--- src/rtl/instr_loader_if.sv ---
// instr_loader_if: groups the loader's byte-stream handshake and its
// instruction-memory write port.
//   byte_in/byte_valid  stream data and qualifier, driven by the byte source
//   byte_ready          loader can take a byte this cycle
//   mem_we/mem_addr/mem_wdata  one-cycle write strobe, address and word
// Modports: slave = loader side, master = stream source / memory side.
interface instr_loader_if #(
  parameter int ADDR_W = 10
);
  logic [7:0]        byte_in;
  logic              byte_valid;
  logic              byte_ready;
  logic              mem_we;
  logic [ADDR_W-1:0] mem_addr;
  logic [15:0]       mem_wdata;

  modport slave (
    input  byte_in, byte_valid,
    output byte_ready, mem_we, mem_addr, mem_wdata
  );

  modport master (
    output byte_in, byte_valid,
    input  byte_ready, mem_we, mem_addr, mem_wdata
  );
endinterface

--- src/rtl/instr_loader.sv ---
// instr_loader: receives a framed byte stream (LEN_HI, LEN_LO, N x {hi, lo},
// CHK), rejects reserved opcodes, writes words to consecutive instruction
// memory addresses from 0, verifies the trailing XOR checksum and keeps the
// CPU in reset until a load finishes cleanly.
// Ports:
//   clk, reset        rising-edge clock, asynchronous active-high reset
//   start             one-cycle pulse, starts a load from IDLE/DONE/ERR
//   bus (slave)       byte stream handshake + memory write port
//   cpu_hold          high in every state except DONE
//   busy              load in progress (LEN_HI .. CHK)
//   done/err          level status of the last load
//   err_code          01 length, 10 reserved opcode, 11 checksum, 00 none
//   word_count        words written in the current/last load
// ADDR_W must be at most 15 and DEPTH at most 2**ADDR_W.
module instr_loader #(
  parameter int ADDR_W = 10,
  parameter int DEPTH  = 1024
) (
  input  logic              clk,
  input  logic              reset,
  input  logic              start,
  instr_loader_if.slave     bus,
  output logic              cpu_hold,
  output logic              busy,
  output logic              done,
  output logic              err,
  output logic [1:0]        err_code,
  output logic [ADDR_W:0]   word_count
);

  typedef enum logic [3:0] {
    ST_IDLE,
    ST_LEN_HI,
    ST_LEN_LO,
    ST_INS_HI,
    ST_INS_LO,
    ST_WRITE,
    ST_CHK,
    ST_DONE,
    ST_ERR
  } state_t;

  localparam logic [16:0] DEPTH_W = 17'(DEPTH);

  state_t            state_reg, state_next;
  logic              byte_ready_reg;
  logic              mem_we_reg;
  logic [ADDR_W-1:0] mem_addr_reg;
  logic [15:0]       mem_wdata_reg;
  logic              cpu_hold_reg, busy_reg, done_reg, err_reg;
  logic [1:0]        err_code_reg;
  logic [ADDR_W:0]   cnt_reg;      // write index; doubles as word_count
  logic [ADDR_W:0]   len_reg;      // N, already known to be <= DEPTH
  logic [7:0]        len_hi_reg;
  logic [7:0]        hi_reg;
  logic [7:0]        xor_reg;

  logic              accept;
  logic              start_load;
  logic [15:0]       len_full;

  assign accept     = bus.byte_valid & byte_ready_reg;
  assign len_full   = {len_hi_reg, bus.byte_in};
  assign start_load = start && (state_reg == ST_IDLE || state_reg == ST_DONE ||
                                state_reg == ST_ERR);

  // Reserved: [15:12] 1001..1101, or [15:10] 111110/111111 (0xF8..0xFF).
  function automatic logic is_reserved(input logic [7:0] hi);
    return ((hi[7:4] >= 4'd9) && (hi[7:4] <= 4'd13)) || (hi[7:3] == 5'b11111);
  endfunction

  function automatic logic takes_bytes(input state_t s);
    return (s == ST_LEN_HI) || (s == ST_LEN_LO) || (s == ST_INS_HI) ||
           (s == ST_INS_LO) || (s == ST_CHK);
  endfunction

  always_comb begin
    state_next = state_reg;
    case (state_reg)
      ST_IDLE, ST_DONE, ST_ERR: begin
        if (start) state_next = ST_LEN_HI;
      end
      ST_LEN_HI: begin
        if (accept) state_next = ST_LEN_LO;
      end
      ST_LEN_LO: begin
        if (accept) begin
          if ({1'b0, len_full} > DEPTH_W) state_next = ST_ERR;
          else if (len_full == 16'd0)     state_next = ST_CHK;
          else                            state_next = ST_INS_HI;
        end
      end
      ST_INS_HI: begin
        if (accept) state_next = is_reserved(bus.byte_in) ? ST_ERR : ST_INS_LO;
      end
      ST_INS_LO: begin
        if (accept) state_next = ST_WRITE;
      end
      ST_WRITE: begin
        state_next = (cnt_reg + 1'b1 == len_reg) ? ST_CHK : ST_INS_HI;
      end
      ST_CHK: begin
        if (accept) state_next = (bus.byte_in == xor_reg) ? ST_DONE : ST_ERR;
      end
      default: state_next = ST_IDLE;
    endcase
  end

  // Outputs are registered from the next state so they line up with the
  // state they describe without any decode after the flops.
  always_ff @(posedge clk or posedge reset) begin
    if (reset) begin
      state_reg      <= ST_IDLE;
      byte_ready_reg <= 1'b0;
      mem_we_reg     <= 1'b0;
      mem_addr_reg   <= '0;
      mem_wdata_reg  <= '0;
      cpu_hold_reg   <= 1'b1;
      busy_reg       <= 1'b0;
      done_reg       <= 1'b0;
      err_reg        <= 1'b0;
      err_code_reg   <= 2'b00;
      cnt_reg        <= '0;
      len_reg        <= '0;
      len_hi_reg     <= '0;
      hi_reg         <= '0;
      xor_reg        <= '0;
    end else begin
      state_reg      <= state_next;
      byte_ready_reg <= takes_bytes(state_next);
      mem_we_reg     <= (state_next == ST_WRITE);
      cpu_hold_reg   <= (state_next != ST_DONE);
      busy_reg       <= !(state_next == ST_IDLE || state_next == ST_DONE ||
                          state_next == ST_ERR);

      if (start_load) begin
        cnt_reg      <= '0;
        xor_reg      <= '0;
        done_reg     <= 1'b0;
        err_reg      <= 1'b0;
        err_code_reg <= 2'b00;
      end

      // The checksum byte itself is compared, not folded in.
      if (accept && state_reg != ST_CHK) xor_reg <= xor_reg ^ bus.byte_in;

      if (accept && state_reg == ST_LEN_HI) len_hi_reg <= bus.byte_in;
      if (accept && state_reg == ST_LEN_LO) len_reg    <= len_full[ADDR_W:0];
      if (accept && state_reg == ST_INS_HI) hi_reg     <= bus.byte_in;

      // Address and data are loaded together with mem_we so all three are
      // valid in the same WRITE cycle.
      if (accept && state_reg == ST_INS_LO) begin
        mem_addr_reg  <= cnt_reg[ADDR_W-1:0];
        mem_wdata_reg <= {hi_reg, bus.byte_in};
      end

      if (state_reg == ST_WRITE) cnt_reg <= cnt_reg + 1'b1;

      if (state_reg == ST_CHK && state_next == ST_DONE) done_reg <= 1'b1;

      if (state_reg != ST_ERR && state_next == ST_ERR) begin
        err_reg <= 1'b1;
        case (state_reg)
          ST_LEN_LO: err_code_reg <= 2'b01;
          ST_INS_HI: err_code_reg <= 2'b10;
          default:   err_code_reg <= 2'b11;
        endcase
      end
    end
  end

  assign bus.byte_ready = byte_ready_reg;
  assign bus.mem_we     = mem_we_reg;
  assign bus.mem_addr   = mem_addr_reg;
  assign bus.mem_wdata  = mem_wdata_reg;
  assign cpu_hold       = cpu_hold_reg;
  assign busy           = busy_reg;
  assign done           = done_reg;
  assign err            = err_reg;
  assign err_code       = err_code_reg;
  assign word_count     = cnt_reg;

endmodule

--- src/flat_wrapper.sv ---
// flat-port wrapper written by rule: the top's interface ports become plain ports
module instr_loader_flat 
#(
  parameter int ADDR_W = 10,
  parameter int DEPTH  = 1024
)
  (clk, reset, start, cpu_hold, busy, done, err, err_code, word_count, bus_byte_in, bus_byte_valid, bus_byte_ready, bus_mem_we, bus_mem_addr, bus_mem_wdata);
  instr_loader_if #(.ADDR_W(ADDR_W)) bus_i ();
  input  logic clk;
  input  logic reset;
  input  logic start;
  output logic cpu_hold;
  output logic busy;
  output logic done;
  output logic err;
  output logic [1:0] err_code;
  output logic [ADDR_W:0] word_count;
  input wire logic [$bits(bus_i.byte_in)-1:0] bus_byte_in;
  input wire logic [$bits(bus_i.byte_valid)-1:0] bus_byte_valid;
  output wire logic [$bits(bus_i.byte_ready)-1:0] bus_byte_ready;
  output wire logic [$bits(bus_i.mem_we)-1:0] bus_mem_we;
  output wire logic [$bits(bus_i.mem_addr)-1:0] bus_mem_addr;
  output wire logic [$bits(bus_i.mem_wdata)-1:0] bus_mem_wdata;
  assign bus_i.byte_in = bus_byte_in;
  assign bus_i.byte_valid = bus_byte_valid;
  assign bus_byte_ready = bus_i.byte_ready;
  assign bus_mem_we = bus_i.mem_we;
  assign bus_mem_addr = bus_i.mem_addr;
  assign bus_mem_wdata = bus_i.mem_wdata;
  instr_loader #(.ADDR_W(ADDR_W), .DEPTH(DEPTH)) u_core (.clk(clk), .reset(reset), .start(start), .bus(bus_i), .cpu_hold(cpu_hold), .busy(busy), .done(done), .err(err), .err_code(err_code), .word_count(word_count));
endmodule
--- config.mk ---
export PLATFORM = sky130hd
export DESIGN_NAME = instr_loader_flat
export DESIGN_NICKNAME = d
export VERILOG_FILES = /design/src/rtl/instr_loader_if.sv /design/src/rtl/instr_loader.sv /design/src/flat_wrapper.sv
export SDC_FILE = /design/constraint.sdc
export NUM_CORES = 1
export LEC_CHECK = 0
export BUFFER_PORTS_ARGS = -buffer_cell sky130_fd_sc_hd__buf_2
export CORE_MARGIN = 4
export CORE_UTILIZATION = 55
export CTS_BUF_LIST = sky130_fd_sc_hd__clkbuf_16
export DETAILED_ROUTE_END_ITERATION = 12
export MAX_ROUTING_LAYER = met4
export PLACE_DENSITY = 0.87
export SLEW_MARGIN = 20
export SYNTH_ARGS = -nofsm -noshare
export SYNTH_HDL_FRONTEND = slang
export SYNTH_SLANG_ARGS = --single-unit
--- constraint.sdc ---
create_clock -name clk -period 6.7 [get_ports clk]
set_clock_uncertainty 0.15 [all_clocks]
set_input_delay 0.67 -clock clk [delete_from_list [all_inputs] [get_ports clk]]
set_output_delay 0.67 -clock clk [all_outputs]
set_load 0.02 [all_outputs]
After elaboration in Yosys (flattened, before gate mapping)
Index checks and enable logic that the tools add are counted.
Widths: inputs -> output; s select.
- $add $sub $neg: 1
- $lt $le $gt $ge: 3
- equality and inequality tests: 22
- mux-type cells: 22
- bitwise operators: 2
- reductions and logical operators: 27
- operator list (kind ; number):
    $mux 4 ; 9
    $eq 4x3->1 const B ; 8
    $pmux 4 s7 ; 1
    $mux 11 ; 2
    $eq 4x2->1 const B ; 4
    $gt 16x11->1 const B ; 1
    $logic_not 16->1 ; 1
    $mux 8 ; 2
    $add 11x1->11 const B ; 1
    $eq 11x11->1 ; 1
    $logic_and 1x1->1 ; 9
    $logic_or 1x1->1 ; 9
    $eq 4x1->1 const B ; 2
    $eq 4x4->1 const B ; 2
    $eq 8x8->1 ; 1
    $logic_not 4->1 ; 2
    $ne 4x3->1 const B ; 2
    $reduce_bool 2->1 ; 4
    $xor 8x8->8 ; 1
    $mux 3 ; 2
    $eq 5x5->1 const B ; 1
    $ge 4x4->1 const B ; 1
    $le 4x4->1 const B ; 1
    $mux 2 ; 2
    other kinds (6) ; 8
- flip-flop bits (word level): 84
- input port bits: 12
- word-level logic and storage cells: 92

Longest topological paths before layout
- word-level depth: 11
- mapped depth: 8

Least setup slack after synthesis
Ideal clock, no wire load.
- path kind: input to register
- from: input port bus_byte_in[3]
- to: register u_core.busy_reg, in the netlist u_core.busy
- library setup time: 0.132 ns
- arrival: 2.281 ns
- data required time: 6.418 ns
- slack: 4.137 ns
- stages on the path: 7
- path through: buf_2 nor4_1 a31oi_1 or4b_1 o311ai_1 a21boi_1 mux2i_1
- longest elaborated chain between the ends: 9
- ends and longest elaborated chain (element ; line ; RTL):
    start, declared ; flat_wrapper.sv:18 ; input wire logic [$bits(bus_i.byte_in)-1:0] bus_byte_in;
    parallel branches: the longest is 4 deep, another holds $gt 16x11->1 ; - ;
    $pmux 4 s7 * ; instr_loader.sv:79 ; case (state_reg)
    $eq 4x3->1 / $logic_not 4->1 (equally long branches) ; instr_loader.sv:133 ; busy_reg <= !(state_next == ST_IDLE || state_next == ST_DONE ||
    $logic_or 1x1->1 ; instr_loader.sv:133 ;
    $logic_or 1x1->1 * ; instr_loader.sv:133 ;
    $logic_not 1->1 * ; instr_loader.sv:133 ;
    end signal, assigned ; instr_loader.sv:133 ;
    end, declared ; instr_loader.sv:50 ; logic cpu_hold_reg, busy_reg, done_reg, err_reg;
Mark *: on every way between the ends.
A chain may end at the register's enable or synchronous reset.

Worst setup path in the final report
- from: register u_core.state_reg[2]
- to: register u_core.busy_reg, in the netlist u_core.busy
- longest elaborated chain between the ends: 7
- ends and longest elaborated chain (element ; line ; RTL):
    start, declared ; instr_loader.sv:45 ; state_t state_reg, state_next;
    start signal, assigned ; instr_loader.sv:129 ; state_reg <= state_next;
    $eq 4x4->1, or another cell as far along ; instr_loader.sv:79 ;
    $reduce_or 3->1 ; instr_loader.sv:79 ;
    $pmux 4 s7 * ; instr_loader.sv:79 ;
    $eq 4x3->1 / $logic_not 4->1 (equally long branches) ; instr_loader.sv:133 ;
    $logic_or 1x1->1 ; instr_loader.sv:133 ;
    $logic_or 1x1->1 * ; instr_loader.sv:133 ;
    $logic_not 1->1 * ; instr_loader.sv:133 ;
Mark *: on every way between the ends. The rest lies on a longest branch, timed or not.

==> out/qor.csv <==
stage,metric,value,unit
status,outcome,"complete, no violations",
synthesis,Cells after Synth,429,
clock_tree,CTS tree,yes,
route,DRT Pass-1 Iters,5,
timing,"Hold Vio Cnt, Final",0,
timing,f_max,0.341,GHz
synthesis,Synth Area in Adders,0.00311,
power,"Power, Total",1.93,mW
synthesis,Ys Warns,0,
synthesis,multiplexer share of the synthesized area,0.0556,
synthesis,largest family of logic cells by synthesized area,simple AND/OR/NAND/NOR gates,
timing,Slew @ Worst Pin,1000,ps
synthesis,post-synth cell types,48,
route,number of vias per cell,5.76,
timing,relative slew slack,0.327,
synthesis,Synth Area in Compound Gates,0.124,
power,LEAKAGE,2.32,nW
setup_path,startpoint types,flop,
worst_hold_path,worst min-delay path class,reg2reg,
die,Die H,93.6,um
setup_path,worst setup path class,reg2reg,
grt,GRT overflow,0,
clock_tree,post-CTS setup buffer count,0,
synthesis,Syn Area/Cell,9.39,um2
synthesis,Seq cells post-synth,84,
route,routed length per instance,15.9,um
synthesis,post-synthesis xor/xnor area fraction,0.0348,
setup_path,Worst Path Max Fanout,18,
die,row cnt,30,
route,Routed Antenna Nets,0,
timing,RSZ-0062 raised after global routing,no,
grt,GRT Util Overall,0.232,
route,Post-Route WL,9.18,mm
timing,Final period util,0.437,
synthesis,Mapped Area,4030,um2
die,I/O pin total,57,
setup_path,worst endpoint required time,6760,ps
placement,input/output buffers,56,
timing,Max Slew Vio Count,0,
cells_and_area,ant diodes,0,
cells_and_area,Final Net Count,490,
route,DRC,0,
clock_tree,worst skew pair latency,330,ps
route,via count,3330,
die,Die ar.,8750,um2
grt,first-pass GRT wire length,15.6,mm
clock_tree,root buffer cell,clkbuf_16,
clock_tree,H-tree lvl count,3,
synthesis,Post-synth EDFFs,0,
die,Die W,93.6,um
clock_tree,Clock transition at path regs,60,ps
cells_and_area,P&R area growth vs syn,15.8,%
power,maximum vdd drop,197,uV
grt,vias in the first global route,3220,
route,DRT iter0 DRCs,339,
flow_run,max cap viols,0,
die,Starting Density,0.580,
timing,fin crit period,2930,ps
cells_and_area,max reg flops,16,
clock_tree,maximum root-to-sink buffer count,2,
setup_path,crit path DAT,2990,ps
die,core area,6940,um2
grt,largest net degree at the start of global routing,85,
setup_path,crit end category,flop,
clock_tree,Hold Buf Count CTS,0,
power,power per cell area,413,nW/um2
synthesis,post-synthesis sequential area ratio,0.522,
clock_tree,Sink Count,84,
clock_tree,post-CTS resize count,0,
clock_tree,total CTS buffers,9,
timing,Total Neg Setup Slack,0,ps
synthesis,syn nets,442,
grt,initial antenna violation count,0,
placement,gpl congestion,0.970,
synthesis,Main synth FF type,dfrtp_1,
placement,hpwl dp,6.35,mm
timing,Finish-stage setup viols,0,
synthesis,simple-gate share of the synthesized area,0.227,
synthesis,"Async S/R FF share, synth",1.00,
cells_and_area,share of cells above drive strength 1,0.203,
worst paths after layout:
kind                            slack, ps                                from                                 end  depth (start not counted)
worst max-delay path                 3770       u_core.state_reg[2]$_DFF_PP0_               u_core.busy$_DFF_PP0_                          6
worst min-delay path                  320  u_core.bus.mem_addr[9]$_DFFE_PP0P_  u_core.bus.mem_addr[9]$_DFFE_PP0P_                          2
worst max register to register       3770       u_core.state_reg[2]$_DFF_PP0_               u_core.busy$_DFF_PP0_                          6
worst min register to register        320  u_core.bus.mem_addr[9]$_DFFE_PP0P_  u_core.bus.mem_addr[9]$_DFFE_PP0P_                          2
max in group asynchronous            5550                               reset       u_core.state_reg[0]$_DFF_PP0_                          3
min in group asynchronous             370                               reset         u_core.bus.mem_we$_DFF_PP0_                          3
layer usage:
metal,part of all wire,vias up,track usage
met5,0,-,-
met4,0.029,0,0.112
met3,0.063,22,0.0394
met2,0.49,127,0.362
met1,0.42,1607,0.296
li1,-,1574,-
logic make-up after synthesis:
kind of cell	Yosys count
AOI/OAI and AO/OA	78
muxes	20
xor gates and xnor gates	16
DFF	84
adders and majority gates	1
buffers and inverters	32
and+or+nand+nor	198
power breakdown:
group	switching, mW	internal (mW)
clock network	0.210	0.295
registers	0.141	0.675
logic	0.345	0.260
cells in the final DEF, fill, tap and decap left out, types with 3 or more instances in the layout:
| cell type | count |
|---|---|
| nand2b_1 | 4 |
| xor2_1 | 7 |
| nor4_1 | 5 |
| nand3b_1 | 3 |
| a31oi_1 | 3 |
| nand4_1 | 5 |
| a21oi_1 | 5 |
| nand2_1 | 108 |
| dfrtp_1 | 83 |
| mux2_2 | 19 |
| or3_1 | 3 |
| buf_2 | 56 |
| nor3_1 | 10 |
| nand3_1 | 11 |
| xnor2_1 | 9 |
| o21ai_0 | 37 |
| a22o_1 | 8 |
| inv_1 | 10 |
| clkbuf_16 | 9 |
| and4b_1 | 3 |
| a21o_1 | 7 |
| inv_6 | 3 |
| o221ai_1 | 3 |
| nor2b_1 | 11 |
| nor2_1 | 25 |
synthesized netlist by cell type, drive strengths merged, types with 4 or more instances:
library cell  count  area (um2)
a21oi             5        25.0
dfrtp            83        2080
nor3             11        55.1
xnor2             9        78.8
nand2           108         405
nor2             25        93.8
a21o              7        52.6
nand3            11        55.1
xor2              7        61.3
clkbuf           17        63.8
buf               4        31.3
mux2             19         214
nand4             5        31.3
nor4              5        31.3
inv              11        41.3
nor2b            11        68.8
o21ai            38         190
nand2b            5        38.8
a22o              8        70.1
final cells by class:
type / instances / area [um2]
tap: 96 / 120
multi-input combinational: 313 / 1790
clock buffer: 9 / 225
clock inverter: 7 / 80.1
inverter: 11 / 42.5
timing repair buffer: 58 / 299
fill: 559 / 2280
sequential: 84 / 2100
critical path: stages, from the launching register on:
cell	delay (ps)
dfrtp_1	500
nand3b_1	280
or3_1	650
or4b_1	630
o311ai_1	150
a21boi_1	330
mux2i_1	110
metrics by stage:
| step | hold slack (ps) | util | setup slack (ps) | area (um2) | std cells |
|---|---|---|---|---|---|
| after floorplan | 283 | - | 3720 | 4030 | 429 |
| after global placement | 302 | 0.626 | 3820 | 4350 | 562 |
| after detailed placement | 307 | 0.626 | 3690 | 4350 | 562 |
| after CTS | 323 | 0.670 | 3870 | 4650 | 578 |
| after global routing | 345 | 0.671 | 3600 | 4660 | 578 |
| final | 320 | 0.671 | 3770 | 4660 | 578 |
No activity file was read; power rests on OpenSTA's default activity.
